File: src/rtl/mem_stage.sv
// Memory stage: EX/WB pipeline register plus a req/gnt/rvalid data-bus master that performs
// byte-lane alignment of stores and extraction/extension of loads.
package mem_stage_pkg;
  typedef enum logic {LSU_OP_LD = 1'b0, LSU_OP_ST = 1'b1} lsu_op_e;
endpackage

module mem_stage
  import mem_stage_pkg::*;
#(
  parameter int unsigned TAG_WIDTH = 4
) (
  input  logic                 clk,
  input  logic                 reset_n,
  input  logic                 valid_ex,
  input  logic [31:0]          pc_ex,
  input  logic                 rd_wr_en_ex,
  input  logic [TAG_WIDTH-1:0] rd_wr_tag_ex,
  input  logic [4:0]           rd_wr_addr_ex,
  input  logic [31:0]          rd_wr_data_ex,
  input  logic                 lsu_en_ex,
  input  lsu_op_e              lsu_op_ex,
  input  logic [1:0]           lsu_size_ex,
  input  logic                 lsu_unsigned_ex,
  input  logic [31:0]          lsu_wdata_ex,
  input  logic                 flush_M,
  output logic                 ready_mem,
  output logic                 data_req,
  input  logic                 data_gnt,
  output logic [31:0]          data_addr,
  output logic                 data_we,
  output logic [3:0]           data_be,
  output logic [31:0]          data_wdata,
  input  logic                 data_rvalid,
  input  logic [31:0]          data_rdata,
  input  logic                 ready_wb,
  output logic [31:0]          pc_wb,
  output logic                 rd_wr_en_wb,
  output logic [TAG_WIDTH-1:0] rd_wr_tag_wb,
  output logic [4:0]           rd_wr_addr_wb,
  output logic [31:0]          rd_wr_data_wb,
  output logic                 lsu_en_wb,
  output lsu_op_e              lsu_op_wb,
  output logic [31:0]          lsu_rdata_wb,
  output logic                 lsu_valid_wb,
  output logic                 lsu_err_wb
);

  typedef enum logic [1:0] {StIdle, StReq, StWait, StDone} state_e;

  state_e                 r_state, w_state_nxt;
  logic                   r_valid;
  logic [31:0]            r_pc;
  logic                   r_rd_wr_en;
  logic [TAG_WIDTH-1:0]   r_tag;
  logic [4:0]             r_rd_addr;
  logic [31:0]            r_rd_data;
  logic                   r_lsu_en;
  lsu_op_e                r_lsu_op;
  logic [1:0]             r_size;
  logic                   r_unsigned;
  logic [31:0]            r_wdata;
  logic [31:0]            r_rdata, w_rdata_nxt;
  logic                   r_err, w_err_nxt;

  logic                   w_advance;
  logic                   w_load_valid;
  logic                   w_ex_misaligned;
  logic [1:0]             w_off;
  logic                   w_req;
  logic [31:0]            w_shifted;
  logic [31:0]            w_load_ext;

  assign ready_mem    = ~r_valid | ready_wb;
  assign w_advance    = ready_mem;
  assign w_load_valid = valid_ex & ~flush_M;
  // Size 3 is reserved and behaves as a word access.
  assign w_ex_misaligned = ((lsu_size_ex == 2'd1) & rd_wr_data_ex[0]) |
                           (lsu_size_ex[1] & (rd_wr_data_ex[1:0] != 2'b00));

  always_ff @(posedge clk) begin
    if (reset_n) begin
      r_valid    <= 1'b0;
      r_pc       <= '0;
      r_rd_wr_en <= 1'b0;
      r_tag      <= '0;
      r_rd_addr  <= '0;
      r_rd_data  <= '0;
      r_lsu_en   <= 1'b0;
      r_lsu_op   <= LSU_OP_LD;
      r_size     <= '0;
      r_unsigned <= 1'b0;
      r_wdata    <= '0;
    end else if (w_advance) begin
      r_valid    <= w_load_valid;
      r_pc       <= pc_ex;
      r_rd_wr_en <= rd_wr_en_ex & w_load_valid;
      r_tag      <= rd_wr_tag_ex;
      r_rd_addr  <= rd_wr_addr_ex;
      r_rd_data  <= rd_wr_data_ex;
      r_lsu_en   <= lsu_en_ex & w_load_valid;
      r_lsu_op   <= lsu_op_ex;
      r_size     <= lsu_size_ex;
      r_unsigned <= lsu_unsigned_ex;
      r_wdata    <= lsu_wdata_ex;
    end
  end

  always_ff @(posedge clk) begin
    if (reset_n) begin
      r_state <= StIdle;
      r_rdata <= '0;
      r_err   <= 1'b0;
    end else begin
      r_state <= w_state_nxt;
      r_rdata <= w_rdata_nxt;
      r_err   <= w_err_nxt;
    end
  end

  assign w_off     = r_rd_data[1:0];
  assign w_shifted = data_rdata >> {w_off, 3'b000};

  always_comb begin
    w_load_ext = w_shifted;
    unique case (r_size)
      2'd0:    w_load_ext = r_unsigned ? {24'b0, w_shifted[7:0]}
                                       : {{24{w_shifted[7]}}, w_shifted[7:0]};
      2'd1:    w_load_ext = r_unsigned ? {16'b0, w_shifted[15:0]}
                                       : {{16{w_shifted[15]}}, w_shifted[15:0]};
      default: w_load_ext = w_shifted;
    endcase
  end

  always_comb begin
    w_state_nxt = r_state;
    w_rdata_nxt = r_rdata;
    w_err_nxt   = r_err;
    if (w_advance) begin
      w_rdata_nxt = '0;
      w_err_nxt   = 1'b0;
      if (lsu_en_ex & w_load_valid) begin
        if (w_ex_misaligned) begin
          w_state_nxt = StDone;
          w_err_nxt   = 1'b1;
        end else begin
          w_state_nxt = StReq;
        end
      end else begin
        w_state_nxt = StIdle;
      end
    end else begin
      unique case (r_state)
        StReq: if (data_gnt) w_state_nxt = StWait;
        StWait: begin
          if (data_rvalid) begin
            w_state_nxt = StDone;
            w_rdata_nxt = (r_lsu_op == LSU_OP_LD) ? w_load_ext : 32'b0;
          end
        end
        default: ;
      endcase
    end
  end

  // Bus fields are forced to zero outside a request so idle/reset outputs are all zero.
  assign w_req    = (r_state == StReq);
  assign data_req = w_req;

  always_comb begin
    data_addr  = '0;
    data_we    = 1'b0;
    data_be    = '0;
    data_wdata = '0;
    if (w_req) begin
      data_addr = {r_rd_data[31:2], 2'b00};
      data_we   = (r_lsu_op == LSU_OP_ST);
      unique case (r_size)
        2'd0: begin
          data_be    = 4'b0001 << w_off;
          data_wdata = {4{r_wdata[7:0]}};
        end
        2'd1: begin
          data_be    = 4'b0011 << w_off;
          data_wdata = {2{r_wdata[15:0]}};
        end
        default: begin
          data_be    = 4'b1111;
          data_wdata = r_wdata;
        end
      endcase
    end
  end

  assign pc_wb         = r_pc;
  assign rd_wr_en_wb   = r_rd_wr_en;
  assign rd_wr_tag_wb  = r_tag;
  assign rd_wr_addr_wb = r_rd_addr;
  assign rd_wr_data_wb = r_rd_data;
  assign lsu_en_wb     = r_lsu_en;
  assign lsu_op_wb     = r_lsu_op;
  assign lsu_rdata_wb  = r_rdata;
  assign lsu_valid_wb  = (r_state == StDone);
  assign lsu_err_wb    = r_err;

endmodule

File: config.mk
export PLATFORM = sky130hd
export DESIGN_NAME = mem_stage
export DESIGN_NICKNAME = d
export VERILOG_FILES = /design/src/rtl/mem_stage.sv
export SDC_FILE = /design/constraint.sdc
export NUM_CORES = 1
export LEC_CHECK = 0
export BUFFER_PORTS_ARGS = -buffer_cell sky130_fd_sc_hd__buf_2
export CAP_MARGIN = 30
export CORE_MARGIN = 2
export CORE_UTILIZATION = 25
export DETAILED_ROUTE_END_ITERATION = 12
export PLACE_DENSITY = 0.56
export SYNTH_ARGS = -nofsm -noshare
export SYNTH_HDL_FRONTEND = slang
export SYNTH_SLANG_ARGS = --single-unit
File: constraint.sdc
create_clock -name clk -period 1.8 [get_ports clk]
set_input_delay 0.09 -clock clk [delete_from_list [all_inputs] [get_ports clk]]
set_output_delay 0.09 -clock clk [all_outputs]
set_load 0.02 [all_outputs]
## After elaboration in Yosys (flattened, before gate mapping)

Index checks and enable logic that the tools add are counted.

- Flip-flop bits (word level): 147

- Eq/ne operators: 7
- Shift operators: 3
- Multiplexer cells: 18
- Bitwise logic cells: 9
- Reduce and logical (&&, ||, !) cells: 6

Operator list:

| kind | count |
|---|---|
| $mux W32 | 5 |
| $pmux W32 S2 | 2 |
| $shr A32 B5 Y32 | 1 |
| $mux W2 | 5 |
| $pmux W4 S2 | 1 |
| $eq A2 B1 Y1 const B | 3 |
| $and A1 B1 Y1 | 5 |
| $eq A2 B2 Y1 const B | 2 |
| $mux W4 | 1 |
| $pmux W2 S2 | 1 |
| $shl A1 B2 Y4 const A | 1 |
| $shl A2 B2 Y4 const A | 1 |
| $mux W1 | 3 |
| $ne A3 B2 Y1 const B | 1 |
| $ne A3 B3 Y1 const B | 1 |
| $reduce_and A3 Y1 | 1 |
| $reduce_bool A3 Y1 | 1 |
| $logic_not A2 Y1 | 1 |
| $not A1 Y1 | 2 |
| $or A1 B1 Y1 | 2 |
| $reduce_and A2 Y1 | 1 |
| $reduce_bool A2 Y1 | 1 |
| $reduce_or A2 Y1 | 1 |

## Longest topological paths before layout

- Word-level depth: 6
- Depth in mapped cells: 7

## Worst setup path after synthesis

No wires, ideal clock.

- Path type: reg2out
- From: reg r_rd_data[0] (netlist: rd_wr_data_wb[0])
- To: out data_be[3]
- Arrival: 1.797 ns
- Required time: 1.710 ns
- Path slack: -0.087 ns
- Cell stages (with the launch flop): 6
- Cells stage by stage: dfxtp_1 -> buf_2 -> buf_2 -> buf_2 -> o21ai_0 -> a21oi_1

- Cells in the longest elaborated chain, start to end: 3
- Elaborated cells on any way between the ends: 4

Ends and longest elaborated chain:

| item | line | text |
|---|---|---|
| from (decl) | 56 | `logic [31:0] r_rd_data;` |
| from (signal assigned) | 99 | `r_rd_data <= rd_wr_data_ex;` |
| $shl A2 B2 Y4 / $shl A1 B2 Y4 (equally long branches) | 183, 179 |  |
| $pmux W4 S2 * | 177 | `unique case (r_size)` |
| $mux W4 * | 174 | `if (w_req) begin` |
| to (decl) | 31 | `output logic [3:0] data_be,` |

Mark *: on every way between the ends. The rest lies on a longest branch, timed or not.

## Worst setup path after layout

- From: reg r_valid
- To: reg r_rdata[30] (netlist: lsu_rdata_wb[30])

- Cells in the longest elaborated chain, start to end: 3

Ends and longest elaborated chain:

| item | line | text |
|---|---|---|
| from (decl) | 51 | `logic r_valid;` |
| from (signal assigned) | 94 | `r_valid <= w_load_valid;` |
| $not A1 Y1 | 73 | `assign ready_mem = ~r_valid \| ready_wb;` |
| $or A1 B1 Y1 | 73 |  |
| $reduce_or A2 Y1 (no line) | -- |  |
| to (signal assigned) | 115 | `r_rdata <= w_rdata_nxt;` |
| to (decl) | 62 | `logic [31:0] r_rdata, w_rdata_nxt;` |

Every way passes these cells.
A chain may end at the register's enable or synchronous reset.

==> qor.yml <==
fin_crit_ps: 1761
viasPerCell: 4.559
antenna-diode-count: 0
yosysMostFrequentCell: "nand2_1"
finalHoldViolCount: 0
die_area_sq_um: 26610
muxShareOfSynthArea_pct: 8.203
fillCellCount: 2500
clock_path_buffers: 2
yosysTopAreaCell: "dfxtp_1"
cts_tree: "yes"
worstPathCellList: "or3b_4, or4b_4, buf_8, nor2_8, a221o_1"
critical_path.top_delay_family: "simple AND/OR/NAND/NOR gates"
maxSlewHeadroom_pct: 45.38
grt_pass1_wl_mm: 36.47
cts-htree-levels: 4
critPathKind: "reg -> reg"
path_max_fanout: 8
netlist_area_sq_um: 6330
worstPathArrival_ps: 2130
synth.distinct_cells: 42
fin_skew_ps: 10.85
rsz0062_at_grt: "yes"
setup_viol: 0
power_density_nw_per_um2: 817.1
synth_edf_count: 0
yosysWarnings: 0
overflow: 0
grt_max_degree: 70
vias: 7198
use_met3_pct: 4.038
period_share_pct: 97.86
die_w_um: 163.1
multi_input_area_sq_um: 3181
drv_cap: 0
gr-usage-met2_pct: 30.12
hold_path_class: "in -> reg"
rows: 58
synth-xor-area-share_pct: 0.1384
path_depth: 5
regToRegStartpoint: "r_valid$_SDFFE_PP0P_"
drtIter0Drc: 369
cp-start-kind: "flip-flop"
worstMarginPinSlew_ps: 819.3
end_kind: "flip-flop"
p_leak_nw: 4.928
r2r-end: "lsu_rdata_wb[30]$_SDFFE_PP0P_"
avgRoutedWirePerCell_um: 15.82
clock_sinks: 147
path_buf_inv: 1
synth_compound_area_share_pct: 16.41
synth_common_cells: "252 x nand2_1, 147 x dfxtp_1, 134 x a21oi_1"
drc: 0
worstPathRequired_ps: 2160
slew_violations: 0
crit_start: "r_valid$_SDFFE_PP0P_"
nets: 1386
start_util_pct: 25.28
slowest_stage: "or4b_4"
synthTopCellsByArea: "dfxtp_1 46%, nand2_1 15%, a21oi_1 11%, mux2i_1 4.1%, and2_1 4.0%"
synth_top_family_by_area: "simple AND/OR/NAND/NOR gates"
drt_wl_total_mm: 24.98
async_flop_share_pct: 0
vdd_drop_max_uv: 611.7
pre_cts_slack_ps: -28.76
drive_above_1_share_pct: 34.67
grt_antenna_before_repair: 1
first_pass_iters: 4
max_stage_delay_ps: 500
io_pins: 331
synth_adder_area_share_pct: 0
area.sequential_sq_um: 2958
synth-main-ff-cell: "dfxtp_1"
status: "finished clean"
synth_seq_cells: 147
dp_hpwl_mm: 16.62
reg2reg_setup_slack_ps: 40
gp_congestion: 0.8005
clk_latency_ps: 420
timing.fmax_mhz: 567.7
synth_top_area_share_pct: 46.49
yosysSeqAreaShare_pct: 46.49
setup_ws_ps: 38.51
crit_end: "lsu_rdata_wb[30]$_SDFFE_PP0P_"
yosys.area_share.simple_pct: 24.15
syn_inst: 798
clk_pin_slew_worst_paths_ps: 70
syn_to_final_growth_pct: 64.72
cts_buffers: 17
chipHeight_um: 163.1
clock-root-buffer: "clkbuf_16"
ant_nets: 0
groute.usage.overall_pct: 17.61
busiest_layer: "met2"
port-buffer-count: 328
core_sq_um: 25040
p_total_mw: 8.520
grtUsageMet1_pct: 22.16
reg2regPathDepth: 5
avgSynthCellArea_sq_um: 7.932
grt_pass1_vias: 6757
## worst min-delay path by stage
stage,from,endpoint,slack (ps),cells past startpoint
final,flush_M,r_valid$_SDFFE_PP0P_,9,4
after CTS,flush_M,r_valid$_SDFFE_PP0P_,4,4
after global routing,data_rdata[18],lsu_rdata_wb[10]$_SDFFE_PP0P_,20,3
after floorplan,data_rdata[24],lsu_rdata_wb[24]$_SDFFE_PP0P_,230,1
after global placement,rd_wr_data_ex[15],rd_wr_data_wb[15]$_SDFFE_PP0P_,330,3
after detailed placement,pc_ex[7],pc_wb[7]$_SDFFE_PP0P_,340,3
## power breakdown
part           total, mW  switching (mW)  internal (mW)
sequential          3.52           0.115           3.41
combinational       1.33           0.693          0.634
clock               3.67            1.58           2.09
## flip-flops by register name, indices dropped and copies added, names as in the netlist
signal	cells
r_valid	1
r_wdata	32
rd_wr_data_wb	32
lsu_en_wb	1
r_state	2
r_unsigned	1
pc_wb	32
rd_wr_en_wb	1
r_size	2
rd_wr_tag_wb	4
lsu_err_wb	1
rd_wr_addr_wb	5
lsu_op_wb	1
lsu_rdata_wb	32
## worst min-delay path, cell delays in order
cell,delay [ps]
buf_2,70
nor2b_1,80
nor2_1,100
nor2_1,40
## per-layer routing
| metal | vias to the layer above | part of all wire (%) |
|---|---|---|
| li1 | 3549 | - |
| met1 | 3359 | 44 |
| met2 | 266 | 48 |
| met3 | 24 | 5.8 |
| met4 | 0 | 1.6 |
| met5 | - | 0 |
## placed cells by master (no fill, tap or decap), types with 3 or more instances in the layout
cell	Yosys	layout
a21oi_1	134	131
a21oi_2	0	3
a221o_1	8	8
a221oi_1	7	7
a22oi_1	8	8
and2_1	40	39
buf_12	0	5
buf_2	8	320
buf_4	2	28
buf_6	2	5
buf_8	0	3
clkbuf_16	0	19
dfxtp_1	147	141
dfxtp_2	0	3
dfxtp_4	0	3
dlygate4sd3_1	0	120
inv_6	0	6
mux2_2	7	7
mux2i_1	26	26
mux4_2	8	8
nand2_1	252	252
nor2_1	44	43
nor2b_1	4	3
nor3_1	4	4
o211ai_1	8	8
o21ai_0	10	10
## through the flow
step / utilization (%) / area, sq um / hold slack, ps / TNS (ps) / std cells
2_1_floorplan: - / 6350 / 228.7 / 0 / 799
3_3_place_gp: 33.68 / 8432 / 334.8 / 0 / 1424
3_5_place_dp: 33.68 / 8432 / 340.1 / -164.5 / 1424
4_1_cts: 40.99 / 10260 / 3.586 / -246.8 / 1576
5_1_grt: 41.64 / 10430 / 20.53 / -8.066 / 1579
6_report: 41.64 / 10430 / 9.178 / 0 / 1579
## area by class of cell
cell class | instances | share of cell area (%)
Inverter | 3 | 0.1560
Tap cell | 330 | 3.960
Multi-Input combinational cell | 584 | 30.51
Clock inverter | 15 | 1.620
Clock buffer | 17 | 4.080
Sequential cell | 147 | 28.37
Timing Repair Buffer | 483 | 31.31
## cells by family after synthesis
logic type,after synthesis
mux,41
buf+inv,68
flops,147
other cells,1
simple gates,358
xor+xnor,1
compound gates,182
## what timing repair did
action / in CTS / in global routing
cloned: 0 / 2
hold buffers: 120 / 0
endpoints found under the hold margin: 120 / 0
pin swaps: 0 / 4
resized for setup: 10 / 33
setup endpoints to repair: 57 / 76
setup buffers: 0 / 1
Note: power is estimated with default switching activity, not from simulation.
